File: config.mk
export PLATFORM = sky130hd
export DESIGN_NAME = axi_lite_arbiter_2to1
export DESIGN_NICKNAME = d
export VERILOG_FILES = /design/src/rtl/axi_lite_arbiter_2to1.sv
export SDC_FILE = /design/constraint.sdc
export NUM_CORES = 1
export LEC_CHECK = 0
export CAP_MARGIN = 0
export CORE_AREA = 2 2 102 104
export CTS_BUF_LIST = sky130_fd_sc_hd__clkbuf_16
export DETAILED_ROUTE_END_ITERATION = 10
export DIE_AREA = 0 0 104 106
export HOLD_SLACK_MARGIN = 0.1
export PLACE_DENSITY = 0.8
export SLEW_MARGIN = 0
export SYNTH_ARGS = -nofsm -noshare
export SYNTH_HDL_FRONTEND = slang
export SYNTH_SLANG_ARGS = --single-unit
File: constraint.sdc
create_clock -name ACLK -period 1.5 [get_ports ACLK]
set_clock_uncertainty 0.15 [all_clocks]
set_input_delay 0.3 -clock ACLK [delete_from_list [all_inputs] [get_ports ACLK]]
set_output_delay 0.3 -clock ACLK [all_outputs]
set_load 0.01 [all_outputs]
File: src/rtl/axi_lite_arbiter_2to1.sv
// Two-master to one-slave AXI4-Lite arbiter with independent write and read
// paths, each with its own round-robin pointer and a grant held until the response.
module axi_lite_arbiter_2to1 #(
  parameter int ADDR_WIDTH = 4,
  parameter int DATA_WIDTH = 32
) (
  input  logic                      ACLK,
  input  logic                      ARESETn,
  input  logic [ADDR_WIDTH-1:0]     m0_awaddr,
  input  logic                      m0_awvalid,
  output logic                      m0_awready,
  input  logic [DATA_WIDTH-1:0]     m0_wdata,
  input  logic [DATA_WIDTH/8-1:0]   m0_wstrb,
  input  logic                      m0_wvalid,
  output logic                      m0_wready,
  output logic                      m0_bvalid,
  input  logic                      m0_bready,
  input  logic [ADDR_WIDTH-1:0]     m0_araddr,
  input  logic                      m0_arvalid,
  output logic                      m0_arready,
  output logic [DATA_WIDTH-1:0]     m0_rdata,
  output logic                      m0_rvalid,
  input  logic                      m0_rready,
  input  logic [ADDR_WIDTH-1:0]     m1_awaddr,
  input  logic                      m1_awvalid,
  output logic                      m1_awready,
  input  logic [DATA_WIDTH-1:0]     m1_wdata,
  input  logic [DATA_WIDTH/8-1:0]   m1_wstrb,
  input  logic                      m1_wvalid,
  output logic                      m1_wready,
  output logic                      m1_bvalid,
  input  logic                      m1_bready,
  input  logic [ADDR_WIDTH-1:0]     m1_araddr,
  input  logic                      m1_arvalid,
  output logic                      m1_arready,
  output logic [DATA_WIDTH-1:0]     m1_rdata,
  output logic                      m1_rvalid,
  input  logic                      m1_rready,
  output logic [ADDR_WIDTH-1:0]     s_awaddr,
  output logic                      s_awvalid,
  input  logic                      s_awready,
  output logic [DATA_WIDTH-1:0]     s_wdata,
  output logic [DATA_WIDTH/8-1:0]   s_wstrb,
  output logic                      s_wvalid,
  input  logic                      s_wready,
  input  logic                      s_bvalid,
  output logic                      s_bready,
  output logic [ADDR_WIDTH-1:0]     s_araddr,
  output logic                      s_arvalid,
  input  logic                      s_arready,
  input  logic [DATA_WIDTH-1:0]     s_rdata,
  input  logic                      s_rvalid,
  output logic                      s_rready,
  output logic [1:0]                wgrant,
  output logic [1:0]                rgrant
);

  typedef enum logic [1:0] {W_IDLE, W_ADDR, W_RESP} wstate_t;
  typedef enum logic [1:0] {R_IDLE, R_ADDR, R_DATA} rstate_t;

  wstate_t    wstate;
  rstate_t    rstate;
  logic       wprio;
  logic       rprio;
  logic [1:0] wreq;
  logic [1:0] rreq;

  // A write only counts as a request once both AW and W are offered.
  assign wreq = {m1_awvalid & m1_wvalid, m0_awvalid & m0_wvalid};
  assign rreq = {m1_arvalid, m0_arvalid};

  function automatic logic [1:0] pick_grant(input logic [1:0] req, input logic prio);
    if (req == 2'b11) return prio ? 2'b10 : 2'b01;
    return req;
  endfunction

  always_ff @(posedge ACLK or negedge ARESETn) begin
    if (!ARESETn) begin
      wstate <= W_IDLE;
      wgrant <= 2'b00;
      wprio  <= 1'b0;
    end else begin
      case (wstate)
        W_IDLE: begin
          if (|wreq) begin
            wgrant <= pick_grant(wreq, wprio);
            wstate <= W_ADDR;
          end
        end
        W_ADDR: begin
          if (s_awvalid && s_awready && s_wvalid && s_wready) wstate <= W_RESP;
        end
        W_RESP: begin
          if (s_bvalid && s_bready) begin
            wstate <= W_IDLE;
            wprio  <= wgrant[0];
            wgrant <= 2'b00;
          end
        end
        default: wstate <= W_IDLE;
      endcase
    end
  end

  always_ff @(posedge ACLK or negedge ARESETn) begin
    if (!ARESETn) begin
      rstate <= R_IDLE;
      rgrant <= 2'b00;
      rprio  <= 1'b0;
    end else begin
      case (rstate)
        R_IDLE: begin
          if (|rreq) begin
            rgrant <= pick_grant(rreq, rprio);
            rstate <= R_ADDR;
          end
        end
        R_ADDR: begin
          if (s_arvalid && s_arready) rstate <= R_DATA;
        end
        R_DATA: begin
          if (s_rvalid && s_rready) begin
            rstate <= R_IDLE;
            rprio  <= rgrant[0];
            rgrant <= 2'b00;
          end
        end
        default: rstate <= R_IDLE;
      endcase
    end
  end

  // Write-side routing: AW/W only in the address phase, B only in the response phase.
  always_comb begin
    s_awaddr   = '0;
    s_awvalid  = 1'b0;
    s_wdata    = '0;
    s_wstrb    = '0;
    s_wvalid   = 1'b0;
    s_bready   = 1'b0;
    m0_awready = 1'b0;
    m0_wready  = 1'b0;
    m0_bvalid  = 1'b0;
    m1_awready = 1'b0;
    m1_wready  = 1'b0;
    m1_bvalid  = 1'b0;
    if (wstate == W_ADDR) begin
      if (wgrant[0]) begin
        s_awaddr   = m0_awaddr;
        s_awvalid  = m0_awvalid;
        s_wdata    = m0_wdata;
        s_wstrb    = m0_wstrb;
        s_wvalid   = m0_wvalid;
        m0_awready = s_awready;
        m0_wready  = s_wready;
      end else if (wgrant[1]) begin
        s_awaddr   = m1_awaddr;
        s_awvalid  = m1_awvalid;
        s_wdata    = m1_wdata;
        s_wstrb    = m1_wstrb;
        s_wvalid   = m1_wvalid;
        m1_awready = s_awready;
        m1_wready  = s_wready;
      end
    end
    if (wstate == W_RESP) begin
      if (wgrant[0]) begin
        m0_bvalid = s_bvalid;
        s_bready  = m0_bready;
      end else if (wgrant[1]) begin
        m1_bvalid = s_bvalid;
        s_bready  = m1_bready;
      end
    end
  end

  always_comb begin
    s_araddr   = '0;
    s_arvalid  = 1'b0;
    s_rready   = 1'b0;
    m0_arready = 1'b0;
    m0_rvalid  = 1'b0;
    m0_rdata   = '0;
    m1_arready = 1'b0;
    m1_rvalid  = 1'b0;
    m1_rdata   = '0;
    if (rstate == R_ADDR) begin
      if (rgrant[0]) begin
        s_araddr   = m0_araddr;
        s_arvalid  = m0_arvalid;
        m0_arready = s_arready;
      end else if (rgrant[1]) begin
        s_araddr   = m1_araddr;
        s_arvalid  = m1_arvalid;
        m1_arready = s_arready;
      end
    end
    if (rstate == R_DATA) begin
      if (rgrant[0]) begin
        m0_rdata  = s_rdata;
        m0_rvalid = s_rvalid;
        s_rready  = m0_rready;
      end else if (rgrant[1]) begin
        m1_rdata  = s_rdata;
        m1_rvalid = s_rvalid;
        s_rready  = m1_rready;
      end
    end
  end

endmodule

* After elaboration in Yosys (flattened, before gate mapping)
Index checks and enable logic that the tools add are counted.
** Word-level totals
- Flip-flop bits (word level) :: 10
- Input bits :: 137
- Output and inout bits :: 127
- Word-level logic and storage cells :: 119
** Cells by class
- Eq/ne operators :: 12
- Multiplexer cells :: 81
- Bitwise gates (word level) :: 2
- Reductions and logical operators :: 18
** Operator list (number)
- $mux 32 :: 8
- $mux 1 :: 46
- $mux 4 :: 9
- $mux 2 :: 14
- $ne 2x2->1 const B :: 6
- $pmux 2 s3 :: 2
- $reduce_and 3->1 :: 4
- $eq 2x2->1 const B :: 4
- $pmux 2 s2 :: 2
- $logic_and 1x1->1 :: 6
- $eq 2x1->1 const B :: 2
- $logic_not 2->1 :: 2
- $reduce_and 2->1 :: 2
- $reduce_bool 2->1 :: 2
- $reduce_or 2->1 :: 2
- $and 1x1->1 :: 2

* Longest topological paths before layout
Gate-level depths: netlist of the first run.
- Word-level depth :: 8
- Mapped depth :: 6

* Worst setup path before layout of the first run
OpenSTA, ideal clock, no wires.
- Path type :: register -> output
- From :: register wgrant[0]
- To :: output m1_bvalid
- Data arrival time :: 1.323 ns
- Data required time :: 1.050 ns
- Setup slack :: -0.273 ns
- Stages on the path, launching flop included :: 5
- Buffers on the path :: 3
- Path through :: dfrtp_1 buf_6 buf_2 buf_2 nor4_1
** Between the ends
- Longest elaborated chain between the ends :: 2
** Ends and longest elaborated chain
- start: declaration :: RTL line 54 : output logic [1:0] wgrant,
- start signal: assignment :: RTL line 86 : wgrant <= pick_grant(wreq, wprio);
- $mux 1 :: RTL line 167 : if (wgrant[0]) begin
- $mux 1 :: RTL line 166 : if (wstate == W_RESP) begin
- end: declaration :: RTL line 31 : output logic m1_bvalid,
Every way passes these cells.

* Final worst setup path of the first run
- From :: register rstate[0]
- To :: output m0_rvalid
** Between the ends
- Longest elaborated chain between the ends :: 2
** Ends and longest elaborated chain
- start: declaration :: RTL line 62 : rstate_t rstate;
- start signal: assignment :: RTL line 107 : rstate <= R_IDLE;
- start signal: assignment :: RTL line 115 : rstate <= R_ADDR;
- start signal: assignment :: RTL line 119 : if (s_arvalid && s_arready) rstate <= R_DATA;
- $eq 2x2->1 :: RTL line 198 : if (rstate == R_DATA) begin
- $mux 1 :: RTL line 198
- end: declaration :: RTL line 22 : output logic m0_rvalid,
Every way passes these cells.

==> results of run 1 <==
## registers in the layout, summed over array words and instances, names as in the netlist
signal	count
rgrant	2
rstate	2
wgrant	2
wstate	2
rprio	1
wprio	1
## critical path: cells and delay by family, from the launching register on
| kind | cells | cell delay (ns) |
|---|---|---|
| buffers and inverters | 3 | 0.46 |
| DFF | 1 | 0.38 |
| and+or+nand+nor | 3 | 0.46 |
## path summary, 6_finish.rpt
check                      startpoint   endpoint  slack, ns  depth (start not counted)
max                         rstate[0]  m0_rvalid      -0.47                          6
min                           ARESETn  wstate[1]       0.17                          1
max reg2reg                 wgrant[0]      wprio      -0.32                          6
min reg2reg                     rprio      rprio       0.39                          1
max in group asynchronous     ARESETn      rprio       0.65                          2
min in group ACLK               rprio      rprio       0.39                          1
## routing by layer
metal  global-route usage [%]  vias to the layer above
li1                         -                     1630
met1                     18.7                     1674
met2                     39.9                      177
met3                     4.29                       16
met4                     6.08                        0
met5                        0                        -
## power groups by stage
stage / Clock [mW] / Sequential, mW / Combinational, mW
detailed placement: 0 / 0.461 / 5.12
finish: 0.459 / 0.481 / 6.74
CTS: 0.475 / 0.476 / 5.64
global route: 0.498 / 0.489 / 7.16
global placement: 0 / 0.451 / 5.03
floorplan: 0 / 0.515 / 2.28
## layout make-up
cell class,instances,area [um2]
Clock inverter,1,3.75
Multi-Input combinational cell,228,1940
Timing Repair Buffer,364,3660
Inverter,5,26.3
Tap cell,136,170
Fill cell,812,3870
Clock buffer,3,75.1
Sequential cell,10,253
## stage by stage
step	power [mW]	util, %	cell area [um2]	hold WS [ns]
after detailed placement	5.58	50.6	5060	0.363
after global routing	8.15	61.3	6130	0.192
after floorplan	2.79	-	1960	-0.146
after CTS	6.59	53.6	5360	0.176
final	7.68	61.3	6130	0.168
after global placement	5.48	50.6	5060	0.349
## cell usage in the layout (no fill, tap or decap), drive strengths merged, types with 2 or more instances in the layout
cell type / Yosys / layout
buf: 19 / 217
clkdlybuf4s50: 0 / 132
and2: 68 / 68
nor2: 49 / 49
a22oi: 44 / 44
clkbuf: 5 / 12
nand2: 11 / 11
dfrtp: 10 / 10
a21oi: 7 / 7
nand2b: 6 / 6
inv: 5 / 6
and3: 5 / 5
dlygate4sd2: 0 / 4
nor2b: 4 / 4
nand3: 4 / 4
nor3: 4 / 4
nand3b: 3 / 3
o32ai: 3 / 3
nand4b: 2 / 2
a2bb2oi: 2 / 2
o31ai: 2 / 2
clkdlybuf4s15: 0 / 2
nor4: 2 / 2
a21boi: 2 / 2
## cell families after synthesis
| logic type | synth area share, % |
|---|---|
| simple gates | 48.5 |
| flops | 14.0 |
| compound gates | 28.5 |
| mux | 0.631 |
| buf+inv | 8.35 |
## repair_timing
item	CTS	global route
resized for setup	554	185
endpoints found under the hold margin	0	0
gates cloned	4	8
pin swaps	16	60
setup buffers	25	26
setup endpoints to repair	133	133
==> results.yml, run 1 <==
drt:
  route.final.wire_length_um: 13000
  vias_per_cell: 4.68
  via_count: 3497
  met3_length_um: 789
  drc: 0
  wl_per_cell_um: 17.4
  top_layer_used: "met4"
  drtPass1Iterations: 4
  antenna_left: 0
  drt_iter0_drc: 88
  wl_met1_um: 4560
  wl_met2_um: 7400
sta:
  slew_viol_final: 0
  rsz0062_at_grt: "yes"
  slew_headroom_pct: 77.6
  post-route-period-util_pct: 132
  finalHoldViolCount: 0
  setup_slack_ns: -0.474
  setup_viol: 130
  fmax_mhz: 507
  worst_pin_slew_ns: 0.334
  final.setup.tns_ns: -46.37
  period_minus_slack_ns: 1.97
global_route:
  grt_max_degree: 33
  grt_usage_pct: 19.3
  grt_pass1_vias: 3556
  grt-ovfl-total: 0
  grt_first_pass_wirelength_um: 17500
  antenna_found_initial: 0
die:
  initial_core_util_pct: 17.8
  num_io_pins: 264
  fp.dieW_um: 104
  rows: 37
  core_um2: 10000
  die-height_um: 106
  dieArea_um2: 11000
cells_and_area:
  fin_nets: 749
  area_growth_pct: 244
  instances_no_fill: 747
  drive_gt1_share_pct: 61.2
  num_antenna_cells: 0
critical_path:
  max_stage_delay_ns: 0.38
  end_kind: "primary output"
  critPathLaunchType: "flop"
  critical_path.slowest_cell: "dfrtp_1"
  crit_chain: "nand2b_4 -> nor2_4 -> buf_6 -> clkbuf_16 -> and2_1 -> buf_2"
  crit_type: "reg2out"
  critical_path_arrival_ns: 1.52
  cp_max_fo: 8
  cp_data_required_time_ns: 1.05
placement:
  place_hpwl_um: 8430
  port_buffers: 263
  dpl.cell_count: 691
  routabilityCongestion: 0.844
  dp_slack_ns: -0.634
clocking:
  clockBufferDepth: 2
  clkSlewWorstSetupHoldPaths_ns: 0.04
  insertion_delay_ns: 0.23
  cts.sinks: 10
  cts_tree: "yes"
  cts_hold_buf: 0
  cts_buffers: 3
  clock-root-buffer: "clkbuf_16"
  h-tree-depth: 1
synthesis:
  synth_edf_count: 0
  synth-seq-cells: 10
  syn_area_per_cell_um2: 6.68
  syn_inst: 267
  async_reset_ff_share_pct: 100
  synth_top_area_cell: "and2_1"
  synth_area_um2: 1780
  synth_ff_type: "dfrtp_1"
  synth.most_common_cell: "and2_1"
  synthTopCellsByCount: "and2_1, nor2_1, a22oi_1"
  ys_seq_area_share_pct: 14.0
  synth_top_area_share_pct: 23.8
  synth_nets: 404
  synth_area_leaders: "and2_1, a22oi_1, dfrtp_1"
  synth_cell_types: 37
  yosysWarnings: 0
pwr:
  p_int_mw: 4.50
  switching_share_pct: 41.4
  switching_power_mw: 3.18
  pwr-share-comb_pct: 87.8
  vdd_drop_max_uv: 857
  sequentialPowerShare_pct: 6.3
  p_per_area_nw_per_um2: 1250
  leakage_nw: 2.78
  clkPwrFrac_pct: 6.0
outcome:
  outcome: "complete, but fails checks"
  violations: "setup timing"
flow_run:
  drv_cap: 0
worst_hold_path:
  hp-class: "in2async"
Note: power is estimated with default switching activity, not from simulation.
==> inputs of run 2 (changes only) <==
--- a/config.mk
+++ b/config.mk
@@ -6,12 +6,12 @@
 export NUM_CORES = 1
 export LEC_CHECK = 0
 export CAP_MARGIN = 0
-export CORE_AREA = 2 2 102 104
+export CORE_AREA = 2 2 103 105
 export CTS_BUF_LIST = sky130_fd_sc_hd__clkbuf_16
 export DETAILED_ROUTE_END_ITERATION = 10
-export DIE_AREA = 0 0 104 106
+export DIE_AREA = 0 0 105 107
 export HOLD_SLACK_MARGIN = 0.1
-export PLACE_DENSITY = 0.8
+export PLACE_DENSITY = 0.76
 export SLEW_MARGIN = 0
 export SYNTH_ARGS = -nofsm -noshare
 export SYNTH_HDL_FRONTEND = slang
==> constraint.sdc (replaced) <==
create_clock -name ACLK -period 2 [get_ports ACLK]
set_clock_uncertainty 0.15 [all_clocks]
set_input_delay 0.4 -clock ACLK [delete_from_list [all_inputs] [get_ports ACLK]]
set_output_delay 0.4 -clock ACLK [all_outputs]
set_load 0.01 [all_outputs]
==> results.yml, run 2 (synthesis results as in run 1) <==
critical_path:
  max_stage_delay_ns: 0.39
  critPathLaunchType: "flop"
  worst-r2r-setup-slack_ns: 0.01
  cp_max_fo: 4
  cpMostUsedCell: "buf_6"
  critical_path.slowest_cell: "dfrtp_1"
  crit_chain: "and4bb_2 -> buf_6 -> buf_12 -> buf_16 -> buf_6 -> and2_4 -> buf_6"
  critical_path_arrival_ns: 1.66
  end_kind: "primary output"
  cp_data_required_time_ns: 1.45
  crit_type: "reg2out"
clocking:
  h-tree-depth: 1
  clkSlewWorstSetupHoldPaths_ns: 0.04
  cts_tree: "yes"
  clock-root-buffer: "clkbuf_16"
  clockBufferDepth: 2
  cts_hold_buf: 0
  cts_buffers: 3
  insertion_delay_ns: 0.23
  cts.sinks: 10
pwr:
  power.total_mw: 5.77
  p_per_area_nw_per_um2: 980
  vdd_drop_max_uv: 431
  leakage_nw: 2.71
sta:
  slew_viol_final: 0
  period_minus_slack_ns: 2.21
  slew_headroom_pct: 66.6
  final.setup.tns_ns: -8.23
  setup_viol: 91
  fmax_mhz: 453
  rsz0062_at_grt: "yes"
  post-route-period-util_pct: 110
  finalHoldViolCount: 0
  worst_pin_slew_ns: 0.499
  setup_slack_ns: -0.205
placement:
  dp_slack_ns: -0.379
  routabilityCongestion: 0.836
  port_buffers: 263
  dpl_cell_area_um2: 4790
  place_hpwl_um: 9180
drt:
  antenna_left: 0
  wl_met2_um: 7950
  wl_met1_um: 5830
  drt_iter0_drc: 211
  drtPass1Iterations: 4
  route.final.wire_length_um: 15000
  wl_per_cell_um: 20.2
  met3_length_um: 862
  vias_per_cell: 4.75
  via_count: 3521
  top_layer_used: "met4"
  drc: 0
die:
  initial_core_util_pct: 17.7
  fp.dieW_um: 105
  dieArea_um2: 11200
  num_io_pins: 264
  core_um2: 10100
  rows: 37
  die-height_um: 107
global_route:
  grt_max_degree: 44
  grt_pass1_vias: 3524
  grt-ovfl-total: 0
  grt_usage_pct: 22.7
  grt_first_pass_wirelength_um: 20200
  antenna_found_initial: 0
worst_hold_path:
  hp-class: "in2async"
outcome:
  outcome: "complete, but fails checks"
  violations: "setup timing"
cells_and_area:
  multi_input_area_um2: 1800
  area_growth_pct: 230
  final_common_cell: "clkdlybuf4s50_1"
  num_antenna_cells: 0
  fin_nets: 745
  fill_cells: 887
  final_cell_mix: "clkdlybuf4s50_1, buf_6, buf_2"
  utilization_pct: 58.4
  seqCellArea_um2: 251
  drive_gt1_share_pct: 54.8
  fin_area_um2: 5890
flow_run:
  drv_cap: 0
==> run 2: cell count changes in the layout (fill, tap and decap cells not counted), sizes merged <==
cell,before,now
dlygate4sd2,4,0
buf,217,207
clkbuf,12,14
clkdlybuf4s50,132,139
inv,6,5
dlymetal6s2s,0,1
==> run 2: cell type report <==
cell class,instances,area share (%)
timing repair buffer,360,60.7
sequential,10,4.27
clock buffer,3,1.27
inverter,5,0.319
multi-input combinational,228,30.6
tap,136,2.89
==> run 2: repair_timing <==
| item | CTS | global route |
|---|---|---|
| buffers inserted | 40 | 16 |
| pin swaps | 42 | 48 |
| cloned | 11 | 5 |
| resized for setup | 566 | 145 |
| setup endpoints to repair | 123 | 120 |
==> run 2: where the power goes <==
part	internal (mW)	switching, mW	total (mW)
combinational	2.79	2.30	5.09
clock	0.259	0.0851	0.344
sequential	0.283	0.0593	0.342
total	3.33	2.44	5.77
==> run 2: critical path, delay by kind of cell, from the launching register on <==
kind / cells / cell delay [ns]
simple gates: 2 / 0.48
flops: 1 / 0.39
buf+inv: 5 / 0.55
==> run 2: layer usage <==
metal / vias to the layer above / global-route usage, %
li1: 1621 / -
met1: 1730 / 27.9
met2: 138 / 40.8
met3: 32 / 5.23
met4: 0 / 4.29
met5: - / 0
==> run 2: path summary, 6_finish.rpt <==
| kind | cells past startpoint | to | startpoint |
|---|---|---|---|
| min in group ACLK | 1 | rprio | rprio |
| worst min-delay path | 1 | wstate[0] | ARESETn |
| worst max register to register | 7 | wprio | wgrant[0] |
| worst max-delay path | 7 | m1_rdata[11] | rstate[0] |
| worst min register to register | 1 | rprio | rprio |
| max in group asynchronous | 1 | wstate[1] | ARESETn |
==> run 2: metrics by stage <==
stage                     hold slack, ns  std cells
after floorplan                  -0.0456        267
after global placement             0.338        678
after detailed placement           0.354        678
after CTS                          0.364        731
after global routing               0.371        742
final                              0.358        742
